<file path="src/rtl/mul_add_pkg.sv">
// rtl/mul_add_pkg.sv - opcodes and saturation helpers for mul_add_pipe
// sat_clamp is only referenced when MUL_ADD_PIPE_SAT_EN is defined.
package mul_add_pkg;

   localparam int OP_W     = 3;
   // Wide enough for a sign-extended 2*DWIDTH product up to DWIDTH=64.
   localparam int SAT_MAXW = 130;

   typedef enum logic [OP_W-1:0] {
      OP_ADD    = 3'd0,
      OP_SUB    = 3'd1,
      OP_MUL    = 3'd2,
      OP_MULADD = 3'd3,
      OP_MULSUB = 3'd4,
      OP_MAC    = 3'd5,
      OP_PASS   = 3'd6,
      OP_NOP    = 3'd7
   } op_e;

   function automatic logic signed [SAT_MAXW-1:0] sat_clamp(
      input logic signed [SAT_MAXW-1:0] value,
      input int                         width
   );
      logic signed [SAT_MAXW-1:0] max_v;
      logic signed [SAT_MAXW-1:0] min_v;
      max_v = (SAT_MAXW'(1) << (width - 1)) - SAT_MAXW'(1);
      min_v = ~max_v;
      if (value > max_v) return max_v;
      if (value < min_v) return min_v;
      return value;
   endfunction

   function automatic logic op_uses_mul(input logic [OP_W-1:0] op);
      return (op == OP_MUL) || (op == OP_MULADD) || (op == OP_MULSUB) || (op == OP_MAC);
   endfunction

endpackage

</file>
<file path="src/rtl/pipe_mul.sv">
// rtl/pipe_mul.sv - signed DWIDTH x DWIDTH multiplier with MUL_STAGES registers
// A plain register chain after the multiply so synthesis can retime it into DSP slices.
module pipe_mul #(
   parameter int DWIDTH     = 32,
   parameter int MUL_STAGES = 2
) (
   input  logic                       clk_i,
   input  logic                       rst_i,
   input  logic                       en_i,
   input  logic signed [DWIDTH-1:0]   a_i,
   input  logic signed [DWIDTH-1:0]   b_i,
   output logic signed [2*DWIDTH-1:0] p_o
);

   logic signed [2*DWIDTH-1:0] prod_d;
   logic signed [2*DWIDTH-1:0] prod_q [MUL_STAGES];

   assign prod_d = (2*DWIDTH)'(a_i) * (2*DWIDTH)'(b_i);

   always_ff @(posedge clk_i or posedge rst_i) begin
      if (rst_i) begin
         for (int i = 0; i < MUL_STAGES; i++) prod_q[i] <= '0;
      end else if (en_i) begin
         prod_q[0] <= prod_d;
         for (int i = 1; i < MUL_STAGES; i++) prod_q[i] <= prod_q[i-1];
      end
   end

   assign p_o = prod_q[MUL_STAGES-1];

endmodule

</file>
<file path="src/rtl/mul_add_pipe.sv">
// rtl/mul_add_pipe.sv - pipelined signed add/sub/mul/MAC unit, latency MUL_STAGES+1
// MUL_ADD_PIPE_SAT_EN selects saturating arithmetic with ovf; otherwise results wrap.
module mul_add_pipe #(
   parameter int DWIDTH     = 32,
   parameter int MUL_STAGES = 2,
   parameter int OP_W       = mul_add_pkg::OP_W
) (
   input  logic              clk_i,
   input  logic              rst_i,
   input  logic              stall_i,
   input  logic              in_valid_i,
   input  logic [OP_W-1:0]   opcode_i,
   input  logic              acc_clr_i,
   input  logic [DWIDTH-1:0] a_i,
   input  logic [DWIDTH-1:0] b_i,
   input  logic [DWIDTH-1:0] c_i,
   output logic              out_valid_o,
   output logic [DWIDTH-1:0] p_o,
   output logic              ovf_o
);
   import mul_add_pkg::*;

   typedef struct packed {
      logic              valid;
      logic [OP_W-1:0]   op;
      logic              clr;
      logic [DWIDTH-1:0] a;
      logic [DWIDTH-1:0] b;
      logic [DWIDTH-1:0] c;
   } slot_t;

   slot_t s1_d;
   slot_t s1_q;
   slot_t side_q [MUL_STAGES];
   slot_t fin;

   logic signed [2*DWIDTH-1:0] prod_w;
   logic signed [DWIDTH-1:0]   mul_w;
   logic        [DWIDTH-1:0]   base_w;
   logic        [DWIDTH:0]     sum_w;
   logic        [DWIDTH-1:0]   res_d;
   logic                       ovf_d;

   logic [DWIDTH-1:0] acc_q;
   logic [DWIDTH-1:0] p_q;
   logic              out_valid_q;
   logic              ovf_q;

   function automatic logic [DWIDTH:0] sx(input logic [DWIDTH-1:0] x);
      return {x[DWIDTH-1], x};
   endfunction

   // NOPs are dropped at the input so they travel as bubbles.
   always_comb begin
      s1_d       = '0;
      s1_d.valid = in_valid_i && (opcode_i != OP_W'(OP_NOP));
      s1_d.op    = opcode_i;
      s1_d.clr   = acc_clr_i;
      s1_d.a     = a_i;
      s1_d.b     = b_i;
      s1_d.c     = c_i;
   end

   always_ff @(posedge clk_i or posedge rst_i) begin
      if (rst_i) begin
         s1_q <= '0;
         for (int i = 0; i < MUL_STAGES; i++) side_q[i] <= '0;
      end else if (!stall_i) begin
         s1_q      <= s1_d;
         side_q[0] <= s1_q;
         for (int i = 1; i < MUL_STAGES; i++) side_q[i] <= side_q[i-1];
      end
   end

   pipe_mul #(
      .DWIDTH     (DWIDTH),
      .MUL_STAGES (MUL_STAGES)
   ) u_mul (
      .clk_i (clk_i),
      .rst_i (rst_i),
      .en_i  (!stall_i),
      .a_i   (s1_q.a),
      .b_i   (s1_q.b),
      .p_o   (prod_w)
   );

   assign fin = side_q[MUL_STAGES-1];

   // Computed one bit wider so the saturating build can see the true sum.
   always_comb begin
      base_w = fin.clr ? '0 : acc_q;
      sum_w  = sx(fin.a);
      case (fin.op)
         OP_W'(OP_ADD):    sum_w = sx(fin.a) + sx(fin.b);
         OP_W'(OP_SUB):    sum_w = sx(fin.a) - sx(fin.b);
         OP_W'(OP_MUL):    sum_w = sx(mul_w);
         OP_W'(OP_MULADD): sum_w = sx(mul_w) + sx(fin.c);
         OP_W'(OP_MULSUB): sum_w = sx(mul_w) - sx(fin.c);
         OP_W'(OP_MAC):    sum_w = sx(base_w) + sx(mul_w);
         default:          sum_w = sx(fin.a);
      endcase
   end

`ifdef MUL_ADD_PIPE_SAT_EN
   logic signed [SAT_MAXW-1:0] prod_x;
   logic signed [SAT_MAXW-1:0] prod_c;
   logic signed [SAT_MAXW-1:0] sum_x;
   logic signed [SAT_MAXW-1:0] sum_c;
   logic                       prod_ovf;

   assign prod_x   = {{(SAT_MAXW-2*DWIDTH){prod_w[2*DWIDTH-1]}}, prod_w};
   assign prod_c   = sat_clamp(prod_x, DWIDTH);
   assign prod_ovf = (prod_c != prod_x);
   assign mul_w    = prod_c[DWIDTH-1:0];

   assign sum_x = {{(SAT_MAXW-DWIDTH-1){sum_w[DWIDTH]}}, sum_w};
   assign sum_c = sat_clamp(sum_x, DWIDTH);
   assign res_d = sum_c[DWIDTH-1:0];
   assign ovf_d = (sum_c != sum_x) || (prod_ovf && op_uses_mul(fin.op));
`else
   logic prod_hi_unused;
   logic sum_msb_unused;

   assign mul_w          = prod_w[DWIDTH-1:0];
   assign prod_hi_unused = ^prod_w[2*DWIDTH-1:DWIDTH];
   assign res_d          = sum_w[DWIDTH-1:0];
   assign sum_msb_unused = sum_w[DWIDTH];
   assign ovf_d          = 1'b0;
`endif

   always_ff @(posedge clk_i or posedge rst_i) begin
      if (rst_i) begin
         acc_q       <= '0;
         p_q         <= '0;
         out_valid_q <= 1'b0;
         ovf_q       <= 1'b0;
      end else if (!stall_i) begin
         out_valid_q <= fin.valid;
         if (fin.valid) begin
            p_q   <= res_d;
            ovf_q <= ovf_d;
            if (fin.op == OP_W'(OP_MAC)) acc_q <= res_d;
         end else begin
            ovf_q <= 1'b0;
         end
      end
   end

   assign out_valid_o = out_valid_q;
   assign p_o         = p_q;
   assign ovf_o       = ovf_q;

endmodule

</file>
<file path="config.mk">
export PLATFORM = sky130hd
export DESIGN_NAME = mul_add_pipe
export DESIGN_NICKNAME = d
export VERILOG_FILES = /design/src/rtl/mul_add_pkg.sv /design/src/rtl/pipe_mul.sv /design/src/rtl/mul_add_pipe.sv
export SDC_FILE = /design/constraint.sdc
export NUM_CORES = 2
export LEC_CHECK = 0
export BUFFER_PORTS_ARGS = -buffer_cell sky130_fd_sc_hd__buf_2
export CORE_MARGIN = 2
export CORE_UTILIZATION = 35
export CTS_CLUSTER_SIZE = 20
export DETAILED_ROUTE_END_ITERATION = 16
export GPL_TIMING_DRIVEN = 0
export MAX_ROUTING_LAYER = met4
export PLACE_DENSITY = 0.58
export SLEW_MARGIN = 15
export SYNTH_ARGS = -nofsm -noshare
export SYNTH_HDL_FRONTEND = slang
export SYNTH_SLANG_ARGS = --single-unit
</file>
<file path="constraint.sdc">
create_clock -name clk_i -period 14.4 [get_ports clk_i]
set_input_delay 0.72 -clock clk_i [delete_from_list [all_inputs] [get_ports clk_i]]
set_output_delay 0.72 -clock clk_i [all_outputs]
set_load 0.03 [all_outputs]
</file>
==> run_results.csv <==
group,metric,value,unit
run_status,outcome,"completed",
routing,dr.pass1.iters,6,
clock_network,cts.sinks,432,
final_layout,multi_input_area,24800,um2
routing,drc,0,
flow_run,cap_violations,0,
final_layout,layout_commonest_cell,"inv_1",
die,die_area,112000,um2
critical_path,cp_max_fo,10,
synthesis,yosysWarnings,0,
die,coreArea,109000,um2
critical_path,required,14.89,ns
routing,drtAntennaViolNets,0,
final_layout,layout-drive-gt1-share,0.145,
global_route,antenna_found_initial,13,
synthesis,synth-seq-area-share,0.283,
final_layout,ff_latch_area,10800,um2
synthesis,avgSynthCellArea,9.99,um2
place,gp_congestion,1.03,
final_layout,mostFrequentLayoutCells,"inv_1 (492), dfrtp_1 (432), fa_1 (410), nand2_1 (386), mux2_2 (344)",
clock_network,cts_tree,"yes",
final_layout,fill_cells,10800,
synthesis,synth_nets,4554,
clock_network,clk_latency,0.63,ns
sta,worst_pin_slew,1.39,ns
final_layout,area_delta_synth_final,11.0,%
clock_network,cts_setup_buffers,0,
synthesis,synth-edff-count,0,
die,die_y,334,um
sta,drv_slew,0,
synthesis,netlist_area,38200,um2
clock_network,clk_path_buf_depth,3,
die,rows,121,
routing,post_drt_wl_per_cell,23.9,um
sta,fin_worst_skew,0.0334,ns
die,die_w,334,um
sta,finalHoldViolations,0,
routing,viasPerCell,5.30,
clock_network,htreeDepth,2,
critical_path,worstSetupPathType,"flop to flop",
routing,drt-initial-drc-count,2535,
final_layout,final_util,0.391,
sta,post-route-period-util,0.646,
die,initial_core_util,0.352,
global_route,grt_max_degree,113,
sta,slew-limit-headroom,0.0758,
critical_path,worstPathArrival,9.80,ns
sta,grt_setup_unrepaired,"false",
final_layout,final_nets,4742,
clock_network,numCtsBuffers,46,
place,numPortBuffers,136,
clock_network,cts-root-buf,"clkbuf_16",
die,pin_count,138,
global_route,grtUsageTotal,0.242,
hold_path,hold_class,"input pin to asynchronous set/reset pin",
critical_path,end_kind,"flop",
sta,hold_ws,0.0631,ns
sta,final-setup-viol-count,0,
synthesis,async_flop_share,1.00,
routing,routed_wl,131000,um
synthesis,ys_seq_elements,432,
clock_network,cts_resized,0,
synthesis,ys_types,74,
clock_network,hold_buffers,0,
synthesis,syn_inst,3826,
place,dp_hpwl,105000,um
routing,routed-via-count,29000,
global_route,grt_pass1_vias,29400,
synthesis,synth_flop_cell,"dfrtp_1",
sta,fin_crit,9.31,ns
sta,fin_setup_tns,0,ns
sta,max_clock_freq,107,MHz
global_route,grt_pass1_wl,195000,um
global_route,grt-ovfl-total,0,
clock_network,clk_pin_slew,0.06,ns
critical_path,start_kind,"flop",
-- sequential cells by signal (all words and copies together), names as in the netlist --
name / count
fin: 101
s1_q: 101
side_q: 101
acc_q: 32
p_o: 32
u_mul.p_o: 32
u_mul.prod_q: 32
out_valid_o: 1
-- path summary, 6_finish.rpt --
kind | from | depth (start not counted) | slack [ns] | to
setup / recovery | s1_q[70]$_DFFE_PP0N_ | 27 | 5.09 | u_mul.prod_q[92]$_DFFE_PP0N_
hold / removal | rst_i | 2 | 0.06 | p_o[4]$_DFFE_PP0P_
setup reg to reg | s1_q[70]$_DFFE_PP0N_ | 27 | 5.09 | u_mul.prod_q[92]$_DFFE_PP0N_
hold reg to reg | p_o[13]$_DFFE_PP0P_ | 2 | 0.47 | p_o[13]$_DFFE_PP0P_
max in group asynchronous | rst_i | 4 | 13.01 | u_mul.prod_q[92]$_DFFE_PP0N_
min in group clk_i | c_i[13] | 2 | 0.32 | s1_q[13]$_DFFE_PP0N_
-- metal layers --
metal,part of all wire,vias to the layer above,global-route usage
met1,0.44,14800,0.326
met5,0,-,-
met4,0.044,0,0.0905
li1,-,12800,-
met2,0.45,1132,0.371
met3,0.072,247,0.0334
-- metrics by stage --
stage               area, um2  instances  worst slack [ns]
floorplan               38200       3826              1.65
global placement        40700       5376             -3.40
detailed placement      40800       5380              5.15
CTS                     42400       5463              5.19
global route            42400       5464              4.76
finish                  42400       5465              5.09
-- worst max-delay path, stage by stage (launching register included) --
cell       delay [ns]
dfrtp_1          0.32
clkbuf_1         1.00
clkbuf_1         0.81
nand2_1          0.17
fa_1             0.56
inv_1            0.06
fa_1             0.45
fa_1             0.37
inv_1            0.08
fa_1             0.17
inv_1            0.05
fa_1             0.54
inv_1            0.06
fa_1             0.52
inv_1            0.05
fa_1             0.51
fa_1             0.50
ha_1             0.37
a21o_1           0.18
a21o_1           0.17
a21o_1           0.17
a21o_1           0.19
o2bb2ai_1        0.15
a2111oi_0        0.96
o21ai_0          0.24
a31oi_1          0.24
xor2_1           0.20
o21ai_0          0.09
-- Yosys cell counts, drive strengths merged (6+ instances only) --
| cell type | instances | area [um2] |
|---|---|---|
| a211oi | 29 | 218 |
| inv | 493 | 1850 |
| nand2b | 16 | 100 |
| or4 | 9 | 75.1 |
| a22oi | 15 | 118 |
| o211ai | 14 | 105 |
| clkbuf | 190 | 713 |
| mux2i | 15 | 150 |
| a21oi | 122 | 611 |
| o41ai | 7 | 61.3 |
| and3 | 13 | 81.3 |
| nand4 | 14 | 87.6 |
| dfrtp | 432 | 10800 |
| o22ai | 10 | 62.6 |
| a21o | 33 | 248 |
| nand2 | 386 | 1450 |
| o21bai | 15 | 113 |
| or2 | 6 | 37.5 |
| mux2 | 344 | 3870 |
| xnor2 | 105 | 920 |
| nand3 | 25 | 125 |
| ha | 214 | 2680 |
| or3 | 21 | 158 |
| a31oi | 19 | 119 |
| nor2b | 11 | 68.8 |
| a2111oi | 7 | 61.3 |
| o21ai | 176 | 881 |
| buf | 7 | 30.0 |
| and2 | 335 | 2100 |
| o21a | 21 | 158 |
| a211o | 7 | 61.3 |
| xor2 | 57 | 499 |
| fa | 410 | 8210 |
| nor2 | 125 | 469 |
| o31ai | 14 | 105 |
| nor4 | 14 | 87.6 |
| nor3 | 42 | 210 |
-- final cells by class --
cell class	instances	share of cell area
Multi-Input combinational cell	2702	0.585
Inverter	495	0.0440
Sequential cell	432	0.255
Clock buffer	64	0.0311
Tap cell	1414	0.0417
Antenna cell	2	0.000118
Buffer	197	0.0175
Timing Repair Buffer	140	0.0186
Clock inverter	19	0.00699
-- kinds of logic (layout without fill, tap and decap cells) --
logic type / Yosys count / after routing / synth area share
multiplexers: 363 / 363 / 0.108
buffers and inverters: 692 / 915 / 0.0680
adder cells (fa/ha/maj): 624 / 624 / 0.285
flip-flops: 432 / 432 / 0.283
AO/OA/AOI/OAI: 519 / 519 / 0.0837
AND/OR/NAND/NOR: 1032 / 1032 / 0.135
XOR/XNOR: 163 / 163 / 0.0377
other: 1 / 3 / 0.0000981
Power is not shown: default switching activity piles up to over one toggle a cycle in this logic, so the estimate is an artifact.
